File: config.mk
export PLATFORM = sky130hd
export DESIGN_NAME = bus_mux_sequencer
export DESIGN_NICKNAME = d
export VERILOG_FILES = /design/src/rtl/bus_seq_pkg.sv /design/src/rtl/rr_arb2.sv /design/src/rtl/bus_mux_sequencer.sv
export SDC_FILE = /design/constraint.sdc
export NUM_CORES = 1
export LEC_CHECK = 0
export ABC_AREA = 1
export BUFFER_PORTS_ARGS = -buffer_cell sky130_fd_sc_hd__buf_4
export CORE_MARGIN = 3
export CORE_UTILIZATION = 41
export DETAILED_ROUTE_END_ITERATION = 8
export PLACE_DENSITY = 0.8
export SETUP_SLACK_MARGIN = 0.1
export SYNTH_ARGS = -nofsm -noshare
export SYNTH_HDL_FRONTEND = slang
export SYNTH_HIERARCHICAL = 1
export SYNTH_SLANG_ARGS = --single-unit
File: constraint.sdc
create_clock -name clock -period 2.68 [get_ports clock]
set_input_delay 0.268 -clock clock [delete_from_list [all_inputs] [get_ports clock]]
set_output_delay 0.268 -clock clock [all_outputs]
set_load 0.1 [all_outputs]
File: src/rtl/bus_seq_pkg.sv
// rtl/bus_seq_pkg.sv - shared types and defaults for the multiplexed bus sequencer
package bus_seq_pkg;

    typedef enum logic [1:0] {
        ST_IDLE = 2'b00,
        ST_ADDR = 2'b01,
        ST_DATA = 2'b10
    } state_e;

    typedef enum logic {
        OWN_IF = 1'b0,
        OWN_DM = 1'b1
    } owner_e;

    localparam int unsigned DEFAULT_TIMEOUT_CYCLES = 16;
    localparam int unsigned DEFAULT_CNT_WIDTH      = 5;

endpackage

File: src/rtl/rr_arb2.sv
// rtl/rr_arb2.sv - two-way round-robin arbiter; bit 0 = IF, bit 1 = DM
module rr_arb2
    import bus_seq_pkg::*;
(
    input  logic       clock,
    input  logic       reset,
    input  logic [1:0] req,
    input  logic       update,
    output logic [1:0] gnt
);

    // Pointer holds the owner granted last; reset to IF so DM wins the first tie.
    owner_e last_q;
    owner_e last_d;

    // Grant decode: a lone requester wins, a tie goes to whoever was not granted last.
    always_comb begin
        gnt    = 2'b00;
        last_d = last_q;
        case (req)
            2'b01:   gnt = 2'b01;
            2'b10:   gnt = 2'b10;
            2'b11:   gnt = (last_q == OWN_DM) ? 2'b01 : 2'b10;
            default: gnt = 2'b00;
        endcase
        if (update && (gnt != 2'b00)) begin
            last_d = gnt[1] ? OWN_DM : OWN_IF;
        end
    end

    // Pointer register, moved only when a grant is actually taken.
    always_ff @(posedge clock or posedge reset) begin
        if (reset) begin
            last_q <= OWN_IF;
        end else begin
            last_q <= last_d;
        end
    end

endmodule

File: src/rtl/bus_mux_sequencer.sv
// rtl/bus_mux_sequencer.sv - IF/DM arbitration and address/data phase sequencing for the MUX16 bus
module bus_mux_sequencer
    import bus_seq_pkg::*;
#(
    parameter int unsigned DataWidth     = 32,
    parameter int unsigned AddrWidth     = 24,
    parameter int unsigned TimeoutCycles = DEFAULT_TIMEOUT_CYCLES,
    parameter int unsigned CntWidth      = DEFAULT_CNT_WIDTH
) (
    input  logic                 clock,
    input  logic                 reset,
    input  logic                 if_req,
    input  logic [AddrWidth-1:0] if_addr,
    output logic                 if_gnt,
    output logic                 if_done,
    input  logic                 dm_req,
    input  logic                 dm_we,
    input  logic [AddrWidth-1:0] dm_addr,
    input  logic [DataWidth-1:0] dm_wdata,
    output logic                 dm_gnt,
    output logic                 dm_done,
    output logic [DataWidth-1:0] rdata,
    output logic                 err,
    output logic [AddrWidth-1:0] mux_addr,
    output logic [DataWidth-1:0] mux_data,
    output logic                 mux_select,
    output logic                 bus_ale,
    output logic                 bus_oe,
    output logic                 bus_we,
    input  logic                 bus_ready,
    input  logic [DataWidth-1:0] bus_rdata
);

    // Last DATA-phase count at which a missing bus_ready aborts the transfer.
    localparam logic [CntWidth-1:0] CNT_LAST = CntWidth'(TimeoutCycles - 1);

    state_e                 state_q, state_d;
    owner_e                 owner_q, owner_d;
    logic [AddrWidth-1:0]   addr_q, addr_d;
    logic [DataWidth-1:0]   wdata_q, wdata_d;
    logic                   we_q, we_d;
    logic [CntWidth-1:0]    cnt_q, cnt_d;
    logic [DataWidth-1:0]   rdata_q, rdata_d;
    logic                   if_done_q, if_done_d;
    logic                   dm_done_q, dm_done_d;
    logic                   err_q, err_d;
    logic [1:0]             arb_gnt;
    logic                   arb_update;

    rr_arb2 u_arb (
        .clock  (clock),
        .reset  (reset),
        .req    ({dm_req, if_req}),
        .update (arb_update),
        .gnt    (arb_gnt)
    );

    // Next-state and transfer-register logic; done/err pulse only on the DATA->IDLE step.
    always_comb begin
        state_d    = state_q;
        owner_d    = owner_q;
        addr_d     = addr_q;
        wdata_d    = wdata_q;
        we_d       = we_q;
        cnt_d      = cnt_q;
        rdata_d    = rdata_q;
        if_done_d  = 1'b0;
        dm_done_d  = 1'b0;
        err_d      = 1'b0;
        arb_update = 1'b0;
        case (state_q)
            ST_IDLE: begin
                if (arb_gnt != 2'b00) begin
                    arb_update = 1'b1;
                    state_d    = ST_ADDR;
                    if (arb_gnt[1]) begin
                        owner_d = OWN_DM;
                        addr_d  = dm_addr;
                        we_d    = dm_we;
                        wdata_d = dm_wdata;
                    end else begin
                        // Fetches never write, so the data register is cleared for them.
                        owner_d = OWN_IF;
                        addr_d  = if_addr;
                        we_d    = 1'b0;
                        wdata_d = '0;
                    end
                end
            end
            ST_ADDR: begin
                cnt_d   = '0;
                state_d = ST_DATA;
            end
            ST_DATA: begin
                if (bus_ready || (cnt_q == CNT_LAST)) begin
                    state_d   = ST_IDLE;
                    if_done_d = (owner_q == OWN_IF);
                    dm_done_d = (owner_q == OWN_DM);
                    // A ready in the final allowed cycle still counts as a normal completion.
                    if (bus_ready) begin
                        if (!we_q) begin
                            rdata_d = bus_rdata;
                        end
                    end else begin
                        err_d = 1'b1;
                    end
                end else begin
                    cnt_d = cnt_q + CntWidth'(1);
                end
            end
            default: begin
                state_d = ST_IDLE;
            end
        endcase
    end

    // FSM state register.
    always_ff @(posedge clock or posedge reset) begin
        if (reset) begin
            state_q <= ST_IDLE;
        end else begin
            state_q <= state_d;
        end
    end

    // Transfer, wait-counter and result registers.
    always_ff @(posedge clock or posedge reset) begin
        if (reset) begin
            owner_q   <= OWN_IF;
            addr_q    <= '0;
            wdata_q   <= '0;
            we_q      <= 1'b0;
            cnt_q     <= '0;
            rdata_q   <= '0;
            if_done_q <= 1'b0;
            dm_done_q <= 1'b0;
            err_q     <= 1'b0;
        end else begin
            owner_q   <= owner_d;
            addr_q    <= addr_d;
            wdata_q   <= wdata_d;
            we_q      <= we_d;
            cnt_q     <= cnt_d;
            rdata_q   <= rdata_d;
            if_done_q <= if_done_d;
            dm_done_q <= dm_done_d;
            err_q     <= err_d;
        end
    end

    // Bus strobes are pure state decodes, so reset silences them in the same cycle.
    assign if_gnt     = ((state_q == ST_ADDR) || (state_q == ST_DATA)) && (owner_q == OWN_IF);
    assign dm_gnt     = ((state_q == ST_ADDR) || (state_q == ST_DATA)) && (owner_q == OWN_DM);
    assign bus_ale    = (state_q == ST_ADDR);
    assign mux_select = (state_q == ST_DATA);
    assign bus_oe     = (state_q == ST_ADDR) || ((state_q == ST_DATA) && we_q);
    assign bus_we     = (state_q == ST_DATA) && we_q;
    assign mux_addr   = addr_q;
    assign mux_data   = wdata_q;
    assign rdata      = rdata_q;
    assign if_done    = if_done_q;
    assign dm_done    = dm_done_q;
    assign err        = err_q;

endmodule

==> results_tabular.tex, run 1 <==
\begin{tabular}{lr}
\hline
Metric & Value \\
\hline
\multicolumn{2}{l}{\textbf{Outcome}} \\
\quad Outcome & finished clean \\
\multicolumn{2}{l}{\textbf{Global route}} \\
\quad Global-route wire length before repair & 19000 um \\
\quad Antenna violations before repair & 0 \\
\quad Maximum number of pins on one net before global-route repair & 58 \\
\quad GR Util All Layers & 20.4\% \\
\quad Overflow left after global routing & 0 \\
\quad Via count of the first global-routing pass & 3934 \\
\multicolumn{2}{l}{\textbf{Synthesis}} \\
\quad Post-Syn Area per Cell & 8.83 um2 \\
\quad Area contributors post-synth & dfrtp\_1 58\%, nand2\_1 14\%, inv\_1 4.2\%, nand3\_1 4.2\%, o211ai\_1 4.2\% \\
\quad Most used standard cell by instance count after synthesis & nand2\_1 \\
\quad Post-synth net total & 614 \\
\quad Share of the synthesized area in compound gates (AO/OA/AOI/OAI) & 9.04\% \\
\quad Simple-Gate Fraction of Synth Area & 23.9\% \\
\quad Netlist cell types & 26 \\
\quad Commonest cells post-synth & 166 x nand2\_1, 101 x dfrtp\_1, 49 x inv\_1 \\
\quad Fraction of post-synthesis cell area in the top cell type by area & 58.3\% \\
\quad Flip-flop cell with the highest count after synthesis & dfrtp\_1 \\
\quad Seq/Total Area, Yosys & 58.3\% \\
\quad Combinational family with the most area after synthesis & simple AND/OR/NAND/NOR gates \\
\quad Flip-flop and latch count after synthesis & 101 \\
\quad Proportion of synthesized area in mux cells & 0\% \\
\quad Area of the mapped netlist & 4330 um2 \\
\quad Async S/R FF share, synth & 100\% \\
\quad Adder and majority cell fraction of the synthesized area & 1.44\% \\
\quad Cell taking the most area after synthesis & dfrtp\_1 \\
\quad XOR/XNOR Fraction of Synth Area & 0\% \\
\quad EDFF count, synth & 0 \\
\quad Cells after Synth & 491 \\
\quad Warnings, synthesis & 6 \\
\multicolumn{2}{l}{\textbf{STA}} \\
\quad Max Slew Vio Count & 0 \\
\quad Achievable clock frequency & 478 MHz \\
\quad Post-layout minimum cycle time & 2.09 ns \\
\quad Max-slew headroom at the worst pin & 55.6\% \\
\quad Worst slew pin tran & 0.665 ns \\
\quad Endpoints failing setup & 0 \\
\quad Final period util & 78.1\% \\
\quad Setup repair after global routing missed its margin & false \\
\quad Summed negative setup slack over all endpoints & 0 ns \\
\quad Setup clock skew after layout & 0.00833 ns \\
\quad Endpoints failing hold & 0 \\
\multicolumn{2}{l}{\textbf{Setup path}} \\
\quad Reg2Reg Setup Slack & 0.59 ns \\
\quad Peak fanout along the critical path & 37 \\
\quad Critical path data required time & 2.89 ns \\
\quad Critical path class & flop to flop \\
\quad Startpoint kind of the worst setup timing path & flop \\
\quad Data arrival time of the worst path & 2.30 ns \\
\quad Critical path capture point type & flop \\
\multicolumn{2}{l}{\textbf{Place}} \\
\quad Half-perimeter wire length after detailed placement & 9050 um \\
\quad Port Buffers & 214 \\
\quad Final weighted congestion in routability-driven placement & 0.814 \\
\quad Placed cells & 819 \\
\multicolumn{2}{l}{\textbf{Die}} \\
\quad Die span in x & 109 um \\
\quad Area of the core & 10000 um2 \\
\quad Initial Utilization & 43.1\% \\
\quad I/O Pins & 215 \\
\quad Total number of placement rows & 36 \\
\quad Die area & 11800 um2 \\
\quad Die Span Y & 109 um \\
\multicolumn{2}{l}{\textbf{Clock tree}} \\
\quad Number of buffers added by the clock tree synthesis step & 9 \\
\quad Root Driver & clkbuf\_8 \\
\quad CTS tree & built \\
\quad CTS max path bufs & 2 \\
\quad Post-CTS Resized & 0 \\
\quad Clk\_lat worst skew & 0.35 ns \\
\quad \# clock sinks & 101 \\
\quad H-Tree Depth & 3 \\
\quad Clock transition at the registers of the reported paths & 0.09 ns \\
\multicolumn{2}{l}{\textbf{Final layout}} \\
\quad Antenna diode instance count & 0 \\
\quad Post-route insts no fill & 836 \\
\quad Growth of design area from synthesis to finish & 44.5\% \\
\quad NumNets Final & 821 \\
\quad Fill cells & 857 \\
\quad Proportion of layout cells with a drive suffix above 1 & 35.7\% \\
\multicolumn{2}{l}{\textbf{Detailed routing}} \\
\quad Routed length per placed instance & 14.4 um \\
\quad Number of nets still failing antenna checks after routing & 0 \\
\quad Final wirelength & 12100 um \\
\quad Router iterations before antenna repair & 4 \\
\quad Remaining routing DRC violations & 0 \\
\quad Vias per inst & 4.80 \\
\quad Iter 0 DRT Violations & 208 \\
\quad Vias & 4014 \\
\multicolumn{2}{l}{\textbf{Worst hold path}} \\
\quad Worst hold path type & input pin to flop \\
\multicolumn{2}{l}{\textbf{Flow run}} \\
\quad Max-cap check violation count & 0 \\
\hline
\end{tabular}
cell type report:
cell class,instances,area (um2),area share (%)
Sequential cell,101,2530,40.4
Clock inverter,5,35.0,0.559
Clock buffer,11,151,2.42
Timing Repair Buffer,222,1690,27.0
Inverter,51,198,3.16
Tap cell,133,166,2.66
Multi-Input combinational cell,313,1490,23.8
worst paths after layout:
check / end / cells after the start / start
setup / recovery: rdata[18] / 6 / state_q[0]
hold / removal: mux_addr[13] / 3 / if_addr[13]
setup reg to reg: rdata[18] / 6 / state_q[0]
hold reg to reg: mux_data[10] / 2 / mux_data[10]
max in group asynchronous: mux_addr[17] / 4 / reset
min in group asynchronous: u_arb/last_q / 3 / reset
through the flow:
stage	setup slack, ns	cell area, um2	hold WS (ns)	util (%)
floorplan	0.236	4340	-0.00329	-
global placement	0.757	6070	0.134	60.4
detailed placement	0.610	6070	0.137	60.4
CTS	0.592	6260	0.124	62.4
global route	0.386	6260	0.132	62.4
finish	0.587	6260	0.142	62.4
cells in the final DEF (no fill, tap or decap):
cell type,netlist,layout
nor2_1,9,9
nand3_2,1,1
nor3_1,1,1
clkinv_4,0,2
o211ai_1,24,24
inv_1,49,48
buf_4,2,219
o22ai_1,1,1
nor2_2,2,2
or2_0,15,15
dlygate4sd3_1,0,1
buf_12,0,2
dfrtp_1,101,101
or2_1,3,3
ha_1,5,5
a21oi_1,2,2
nor3b_1,1,1
nand2_2,1,1
nand3_1,36,36
and2_4,1,1
clkbuf_8,0,11
inv_2,1,1
nand2_1,166,166
o21ai_0,35,35
or2_2,6,6
inv_4,1,1
o21ai_1,4,4
clkinv_2,0,2
clkinvlp_4,0,2
worst max-delay path, stage by stage (launching register included):
cell	delay (ns)
dfrtp_1	0.41
inv_1	0.09
ha_1	0.29
nand3_2	0.56
buf_4	0.43
nand2_1	0.07
o21ai_0	0.08
logic make-up (layout without fill, tap and decap cells):
| family | after synthesis | in the layout |
|---|---|---|
| and+or+nand+nor | 242 | 242 |
| AOI/OAI and AO/OA | 66 | 66 |
| DFF | 101 | 101 |
| adders and majority gates | 5 | 5 |
| buffers and inverters | 77 | 289 |
sequential cells by signal, indices dropped and copies added, names as in the netlist:
| name | cells |
|---|---|
| cnt_q | 5 |
| dm_done | 1 |
| err | 1 |
| if_done | 1 |
| mux_addr | 24 |
| mux_data | 32 |
| owner_q | 1 |
| rdata | 32 |
| state_q | 2 |
| u_arb/last_q | 1 |
| we_q | 1 |
routing by layer:
layer,GRT usage (%),vias to the layer above,wire length (um)
met5,0,-,0
met4,7.39,0,275
met3,4.85,19,916
met2,34.9,140,6150
met1,25.3,1903,4710
li1,-,1952,-
timing repair:
item	in CTS	in global routing
hold buffers	1	0
hold endpoints to repair	17	0
setup buffers	0	0
Power of run 1 is not shown: default switching activity piles up to over one toggle a cycle in this logic, so the estimate is an artifact.
==> run 2: changes to the inputs <==
Clock period 2.68 ns to 1.7 ns, I/O delays scaled along.
==> run 2 against run 1 <==
Clock skew up 0.0096 ns. Sequential share of layout area down 1.9 points. Wire length up 0.76%. Largest cell class unchanged. Critical path type is now flop to output pin. Via count unchanged. Cell count up 0.48%. Worst setup slack worse by 0.53 ns.
==> results_tabular.tex, run 2 (synthesis gave the netlist of run 1 again) <==
\begin{tabular}{lr}
\hline
Metric & Value \\
\hline
\multicolumn{2}{l}{\textbf{Global route}} \\
\quad GR Util All Layers & 20.1\% (was 20.4\%) \\
\quad Overflow left after global routing & 0 (unchanged) \\
\quad Antenna violations before repair & 0 (unchanged) \\
\quad Maximum number of pins on one net before global-route repair & 65 (was 58) \\
\quad Global-route wire length before repair & 18700 um (was 19000 um) \\
\quad Via count of the first global-routing pass & 3968 (was 3934) \\
\multicolumn{2}{l}{\textbf{Final layout}} \\
\quad Fill cells & 832 (was 857) \\
\quad Antenna diode instance count & 0 (unchanged) \\
\quad NumNets Final & 825 (was 821) \\
\quad Post-route insts no fill & 840 (was 836) \\
\quad Growth of design area from synthesis to finish & 51.7\% (was 44.5\%) \\
\quad Commonest non-fill, non-tap cell in the layout & buf\_4 (unchanged) \\
\quad Utilization after layout & 65.5\% (was 62.4\%) \\
\quad Proportion of layout cells with a drive suffix above 1 & 39.0\% (was 35.7\%) \\
\quad Area of all placed cells without fillers & 6580 um2 (was 6260 um2) \\
\quad Most used cells in the layout excluding fill and tap cells & 214 x buf\_4, 159 x nand2\_1, 101 x dfrtp\_1, 43 x inv\_1, 36 x nand3\_1 (was 219 x buf\_4, 166 x nand2\_1, 101 x dfrtp\_1, 48 x inv\_1, 36 x nand3\_1) \\
\multicolumn{2}{l}{\textbf{Clock tree}} \\
\quad Clock transition at the registers of the reported paths & 0.10 ns (was 0.09 ns) \\
\quad Root Driver & clkbuf\_8 (unchanged) \\
\quad Number of buffers added by the clock tree synthesis step & 9 (unchanged) \\
\quad H-Tree Depth & 3 (unchanged) \\
\quad CTS max path bufs & 2 (unchanged) \\
\quad \# clock sinks & 101 (unchanged) \\
\quad CTS tree & built (unchanged) \\
\quad Clk\_lat worst skew & 0.36 ns (was 0.35 ns) \\
\multicolumn{2}{l}{\textbf{Flow run}} \\
\quad Max-cap check violation count & 0 (unchanged) \\
\multicolumn{2}{l}{\textbf{STA}} \\
\quad Setup clock skew after layout & 0.0179 ns (was 0.00833 ns) \\
\quad Final period util & 96.8\% \\
\quad Endpoints failing hold & 0 (unchanged) \\
\quad Final Worst Setup Slack & 0.0546 ns (was 0.587 ns) \\
\quad Max Slew Vio Count & 0 (unchanged) \\
\quad Max-slew headroom at the worst pin & 61.6\% (was 55.6\%) \\
\quad Setup repair after global routing missed its margin & true (was false) \\
\quad Worst slew pin tran & 0.575 ns (was 0.665 ns) \\
\quad Achievable clock frequency & 608 MHz \\
\quad Post-layout minimum cycle time & 1.65 ns \\
\quad Endpoints failing setup & 0 (unchanged) \\
\multicolumn{2}{l}{\textbf{Detailed routing}} \\
\quad Final wirelength & 12200 um (was 12100 um) \\
\quad Routed length per placed instance & 14.5 um (was 14.4 um) \\
\quad Remaining routing DRC violations & 0 (unchanged) \\
\quad Vias per inst & 4.78 (was 4.80) \\
\quad Vias & 4014 (unchanged) \\
\quad Iter 0 DRT Violations & 156 (was 208) \\
\quad Router iterations before antenna repair & 5 (was 4) \\
\quad Number of nets still failing antenna checks after routing & 0 (unchanged) \\
\multicolumn{2}{l}{\textbf{Setup path}} \\
\quad Critical path capture point type & output pin (was flop) \\
\quad Reg2Reg Setup Slack & 0.15 ns (was 0.59 ns) \\
\quad CP most frequent cell & inv\_2 \\
\quad Slowest cell on crit path & dfrtp\_1 (was nand3\_2) \\
\quad Critical path data required time & 1.53 ns (was 2.89 ns) \\
\quad Peak fanout along the critical path & 3 (was 37) \\
\quad Startpoint kind of the worst setup timing path & flop (unchanged) \\
\quad Critical path class & flop to output pin (was flop to flop) \\
\quad Max stage delay on crit path & 0.43 ns (was 0.56 ns) \\
\quad Cells along the critical path & inv\_2 -> ha\_4 -> inv\_2 -> nor2\_4 -> buf\_12 (was inv\_1 -> ha\_1 -> nand3\_2 -> buf\_4 -> nand2\_1 -> o21ai\_0) \\
\quad Data arrival time of the worst path & 1.48 ns (was 2.30 ns) \\
\multicolumn{2}{l}{\textbf{Die}} \\
\quad I/O Pins & 215 (unchanged) \\
\quad Die area & 11800 um2 (unchanged) \\
\quad Die span in x & 109 um (unchanged) \\
\quad Total number of placement rows & 36 (unchanged) \\
\quad Area of the core & 10000 um2 (unchanged) \\
\quad Initial Utilization & 43.1\% (unchanged) \\
\quad Die Span Y & 109 um (unchanged) \\
\multicolumn{2}{l}{\textbf{Place}} \\
\quad Dpl ws & 0.0624 ns (was 0.610 ns) \\
\quad Placed cells & 819 (unchanged) \\
\quad Final weighted congestion in routability-driven placement & 0.796 (was 0.814) \\
\quad Port Buffers & 214 (unchanged) \\
\quad Half-perimeter wire length after detailed placement & 8820 um (was 9050 um) \\
\quad Total placed instance area & 6110 um2 (was 6070 um2) \\
\multicolumn{2}{l}{\textbf{Outcome}} \\
\quad Outcome & finished clean (unchanged) \\
\multicolumn{2}{l}{\textbf{Worst hold path}} \\
\quad Worst hold path type & input pin to flop (unchanged) \\
\hline
\end{tabular}
run 2: cell count changes in the layout (fill, tap and decap cells not counted), moves of 4 or more:
cell     delta
buf_12      +5
nand2_2     +4
ha_1        -5
nand2_1     -7
buf_4       -5
inv_1       -5
run 2: final cells by class:
| type | instances | area (um2) | share of cell area [%] |
|---|---|---|---|
| Clock buffer | 10 | 138 | 2.09 |
| Clock inverter | 6 | 115 | 1.75 |
| Inverter | 51 | 216 | 3.29 |
| Multi-Input combinational cell | 313 | 1590 | 24.2 |
| Sequential cell | 101 | 2530 | 38.4 |
| Tap cell | 133 | 166 | 2.53 |
| Timing Repair Buffer | 226 | 1820 | 27.7 |
run 2: metrics by stage:
step,setup TNS (ns),hold WS (ns)
after floorplan,-0.0130,-0.101
after global placement,0,0.0349
after detailed placement,0,0.0361
after CTS,0,0.0197
after global routing,-0.00810,0.0228
final,0,0.0341
run 2: layer usage:
layer / share of wire (%) / track usage, % / routed length (um)
met1: 38 / 24.0 / 4660
met2: 53 / 35.0 / 6460
met3: 6.1 / 4.44 / 742
met4: 2.3 / 8.21 / 283
met5: 0 / 0 / 0
run 2: final timing paths:
kind | cells past startpoint | end | start
min in group asynchronous | 3 | u_arb/last_q | reset
worst max register to register | 9 | state_q[1] | cnt_q[0]
worst min register to register | 2 | u_arb/last_q | u_arb/last_q
worst min-delay path | 3 | mux_data[19] | dm_wdata[19]
max in group asynchronous | 4 | mux_addr[19] | reset
worst max-delay path | 5 | if_gnt | state_q[1]
run 2: repair_timing:
| action | in CTS | in global routing |
|---|---|---|
| hold buffers | 1 | 0 |
| pin swaps | 0 | 6 |
| setup endpoints to repair | 25 | 87 |
| endpoints found under the hold margin | 23 | 0 |
| gates resized for setup | 22 | 23 |
| gates cloned | 0 | 1 |
| setup buffers | 1 | 2 |
run 2: critical path: cells and delay by family, from the launching register on:
kind | cells | cell delay (ns)
adders and majority gates | 1 | 0.27
DFF | 1 | 0.43
buffers and inverters | 3 | 0.30
and+or+nand+nor | 1 | 0.12
Power of run 2 is left out for the same reason.
==> run 3: changes to the inputs <==
Settings changed: PLACE_DENSITY 0.8 to 0.85.
==> run 3 against run 2 <==
Critical path depth is the same. Worst setup slack gained 0.022 ns. Utilization shrank 1.6 points. Sequential share of layout area grew 0.98 points. Maximum frequency up 1.3%. Highest routed layer unchanged.
==> results_tabular.tex, run 3 (synthesis gave the netlist of run 1 again) <==
\begin{tabular}{lr}
\hline
Metric & Value \\
\hline
\multicolumn{2}{l}{\textbf{Clock tree}} \\
\quad CTS max path bufs & 2 (unchanged) \\
\quad CTS tree & built (unchanged) \\
\quad Number of buffers added by the clock tree synthesis step & 9 (unchanged) \\
\quad Clock transition at the registers of the reported paths & 0.10 ns (about the same) \\
\quad H-Tree Depth & 3 (unchanged) \\
\quad \# clock sinks & 101 (unchanged) \\
\quad Clk\_lat worst skew & 0.36 ns (about the same) \\
\quad Root Driver & clkbuf\_8 (unchanged) \\
\multicolumn{2}{l}{\textbf{Setup path}} \\
\quad Peak fanout along the critical path & 3 (unchanged) \\
\quad Critical path capture point type & output pin (unchanged) \\
\quad Critical path data required time & 1.53 ns (about the same) \\
\quad Critical path class & flop to output pin (unchanged) \\
\quad Startpoint of the most critical register-to-register path & cnt\_q[0] (unchanged) \\
\quad R2R cell count & 8 (was 9) \\
\quad Reg2Reg Setup Slack & 0.18 ns (was 0.15 ns) \\
\quad Data arrival time of the worst path & 1.45 ns (was 1.48 ns) \\
\quad Startpoint kind of the worst setup timing path & flop (unchanged) \\
\quad End of the worst register-to-register path & cnt\_q[4] (was state\_q[1]) \\
\multicolumn{2}{l}{\textbf{Place}} \\
\quad Final weighted congestion in routability-driven placement & 0.774 (was 0.796) \\
\quad Port Buffers & 214 (unchanged) \\
\quad Half-perimeter wire length after detailed placement & 9010 um (was 8820 um) \\
\multicolumn{2}{l}{\textbf{Flow run}} \\
\quad Max-cap check violation count & 0 (unchanged) \\
\multicolumn{2}{l}{\textbf{STA}} \\
\quad Worst slew pin tran & 0.604 ns (was 0.575 ns) \\
\quad Achievable clock frequency & 616 MHz (was 608 MHz) \\
\quad Setup clock skew after layout & 0.0140 ns (was 0.0179 ns) \\
\quad Setup repair after global routing missed its margin & true (unchanged) \\
\quad Endpoints failing setup & 0 (unchanged) \\
\quad Post-layout minimum cycle time & 1.62 ns (was 1.65 ns) \\
\quad Endpoints failing hold & 0 (unchanged) \\
\quad Summed negative setup slack over all endpoints & 0 ns (unchanged) \\
\quad Max-slew headroom at the worst pin & 59.7\% (was 61.6\%) \\
\quad Final period util & 95.5\% (was 96.8\%) \\
\quad Max Slew Vio Count & 0 (unchanged) \\
\multicolumn{2}{l}{\textbf{Detailed routing}} \\
\quad Iter 0 DRT Violations & 203 (was 156) \\
\quad Vias & 4005 (was 4014) \\
\quad Remaining routing DRC violations & 0 (unchanged) \\
\quad Router iterations before antenna repair & 4 (was 5) \\
\quad Final wirelength & 12100 um (was 12200 um) \\
\quad Vias per inst & 4.78 (about the same) \\
\quad Routed length per placed instance & 14.4 um (was 14.5 um) \\
\quad Number of nets still failing antenna checks after routing & 0 (unchanged) \\
\multicolumn{2}{l}{\textbf{Die}} \\
\quad Die span in x & 109 um (unchanged) \\
\quad Area of the core & 10000 um2 (unchanged) \\
\quad Total number of placement rows & 36 (unchanged) \\
\quad Initial Utilization & 43.1\% (unchanged) \\
\quad Die Span Y & 109 um (unchanged) \\
\quad I/O Pins & 215 (unchanged) \\
\quad Die area & 11800 um2 (unchanged) \\
\multicolumn{2}{l}{\textbf{Final layout}} \\
\quad NumNets Final & 823 (was 825) \\
\quad Utilization after layout & 63.8\% (was 65.5\%) \\
\quad Proportion of layout cells with a drive suffix above 1 & 37.7\% (was 39.0\%) \\
\quad Most used cells in the layout excluding fill and tap cells & 213 x buf\_4, 162 x nand2\_1, 101 x dfrtp\_1, 43 x inv\_1, 36 x nand3\_1 (was 214 x buf\_4, 159 x nand2\_1, 101 x dfrtp\_1, 43 x inv\_1, 36 x nand3\_1) \\
\quad Growth of design area from synthesis to finish & 48.0\% (was 51.7\%) \\
\quad Commonest non-fill, non-tap cell in the layout & buf\_4 (unchanged) \\
\quad Antenna diode instance count & 0 (unchanged) \\
\quad Fill cells & 830 (was 832) \\
\multicolumn{2}{l}{\textbf{Worst hold path}} \\
\quad Hold Crit Endpoint & mux\_data[6] (was mux\_data[19]) \\
\quad Min-Delay Path Depth & 3 (unchanged) \\
\quad Worst min-delay path startpoint & dm\_wdata[6] (was dm\_wdata[19]) \\
\quad Worst hold path type & input pin to flop (unchanged) \\
\multicolumn{2}{l}{\textbf{Global route}} \\
\quad Maximum number of pins on one net before global-route repair & 65 (unchanged) \\
\quad Overflow left after global routing & 0 (unchanged) \\
\quad GR Util All Layers & 20.1\% (about the same) \\
\quad Antenna violations before repair & 0 (unchanged) \\
\quad Global-route wire length before repair & 18900 um (was 18700 um) \\
\quad Via count of the first global-routing pass & 3997 (was 3968) \\
\multicolumn{2}{l}{\textbf{Outcome}} \\
\quad Outcome & finished clean (unchanged) \\
\hline
\end{tabular}
## run 3: area by class of cell
type | count | area [um2] | share of cell area [%]
sequential | 101 | 2530 | 39.4
timing repair buffer | 224 | 1770 | 27.7
multi-input combinational | 313 | 1560 | 24.4
inverter | 51 | 206 | 3.22
tap | 133 | 166 | 2.60
clock buffer | 12 | 145 | 2.26
clock inverter | 4 | 31.3 | 0.488
## run 3: worst max path at each step
stage / from / to / slack, ns
2_1_floorplan: state_q[1] / bus_oe / -0.01
3_3_place_gp: cnt_q[0] / cnt_q[2] / 0.15
3_5_place_dp: u_arb/last_q / mux_data[26] / 0.07
4_1_cts: state_q[1] / if_gnt / 0.05
5_1_grt: state_q[1] / if_gnt / 0.02
6_report: state_q[1] / if_gnt / 0.08
## run 3: critical path, cell delays in order, from the launching register on
cell and delay [ns]:
dfrtp_1 0.43, inv_2 0.08, ha_4 0.28, inv_2 0.04
nor2_4 0.09, buf_12 0.18
## run 3: repair_timing
action	4_1_cts	5_1_grt
gates resized for setup	18	15
setup buffers	1	1
hold endpoints to repair	24	0
endpoints found under the setup margin	39	54
hold buffers	1	0
pin swaps	0	2
## run 3: routing by layer
layer	vias to the layer above	GRT usage [%]	routed length [um]
li1	1968	-	-
met1	1890	23.9	4600
met2	126	36.4	6660
met3	21	3.32	561
met4	0	7.75	251
met5	-	0	0
## run 3: metrics by stage
step	hold slack, ns	cell area [um2]	std cells	setup slack (ns)
2_1_floorplan	-0.101	4370	491	-0.0130
3_3_place_gp	0.0352	6100	819	0.146
3_5_place_dp	0.0387	6100	819	0.0677
4_1_cts	0.0209	6350	837	0.0543
5_1_grt	0.0132	6410	838	0.0172
6_report	0.0383	6410	838	0.0764
Power of run 3 is left out for the same reason.
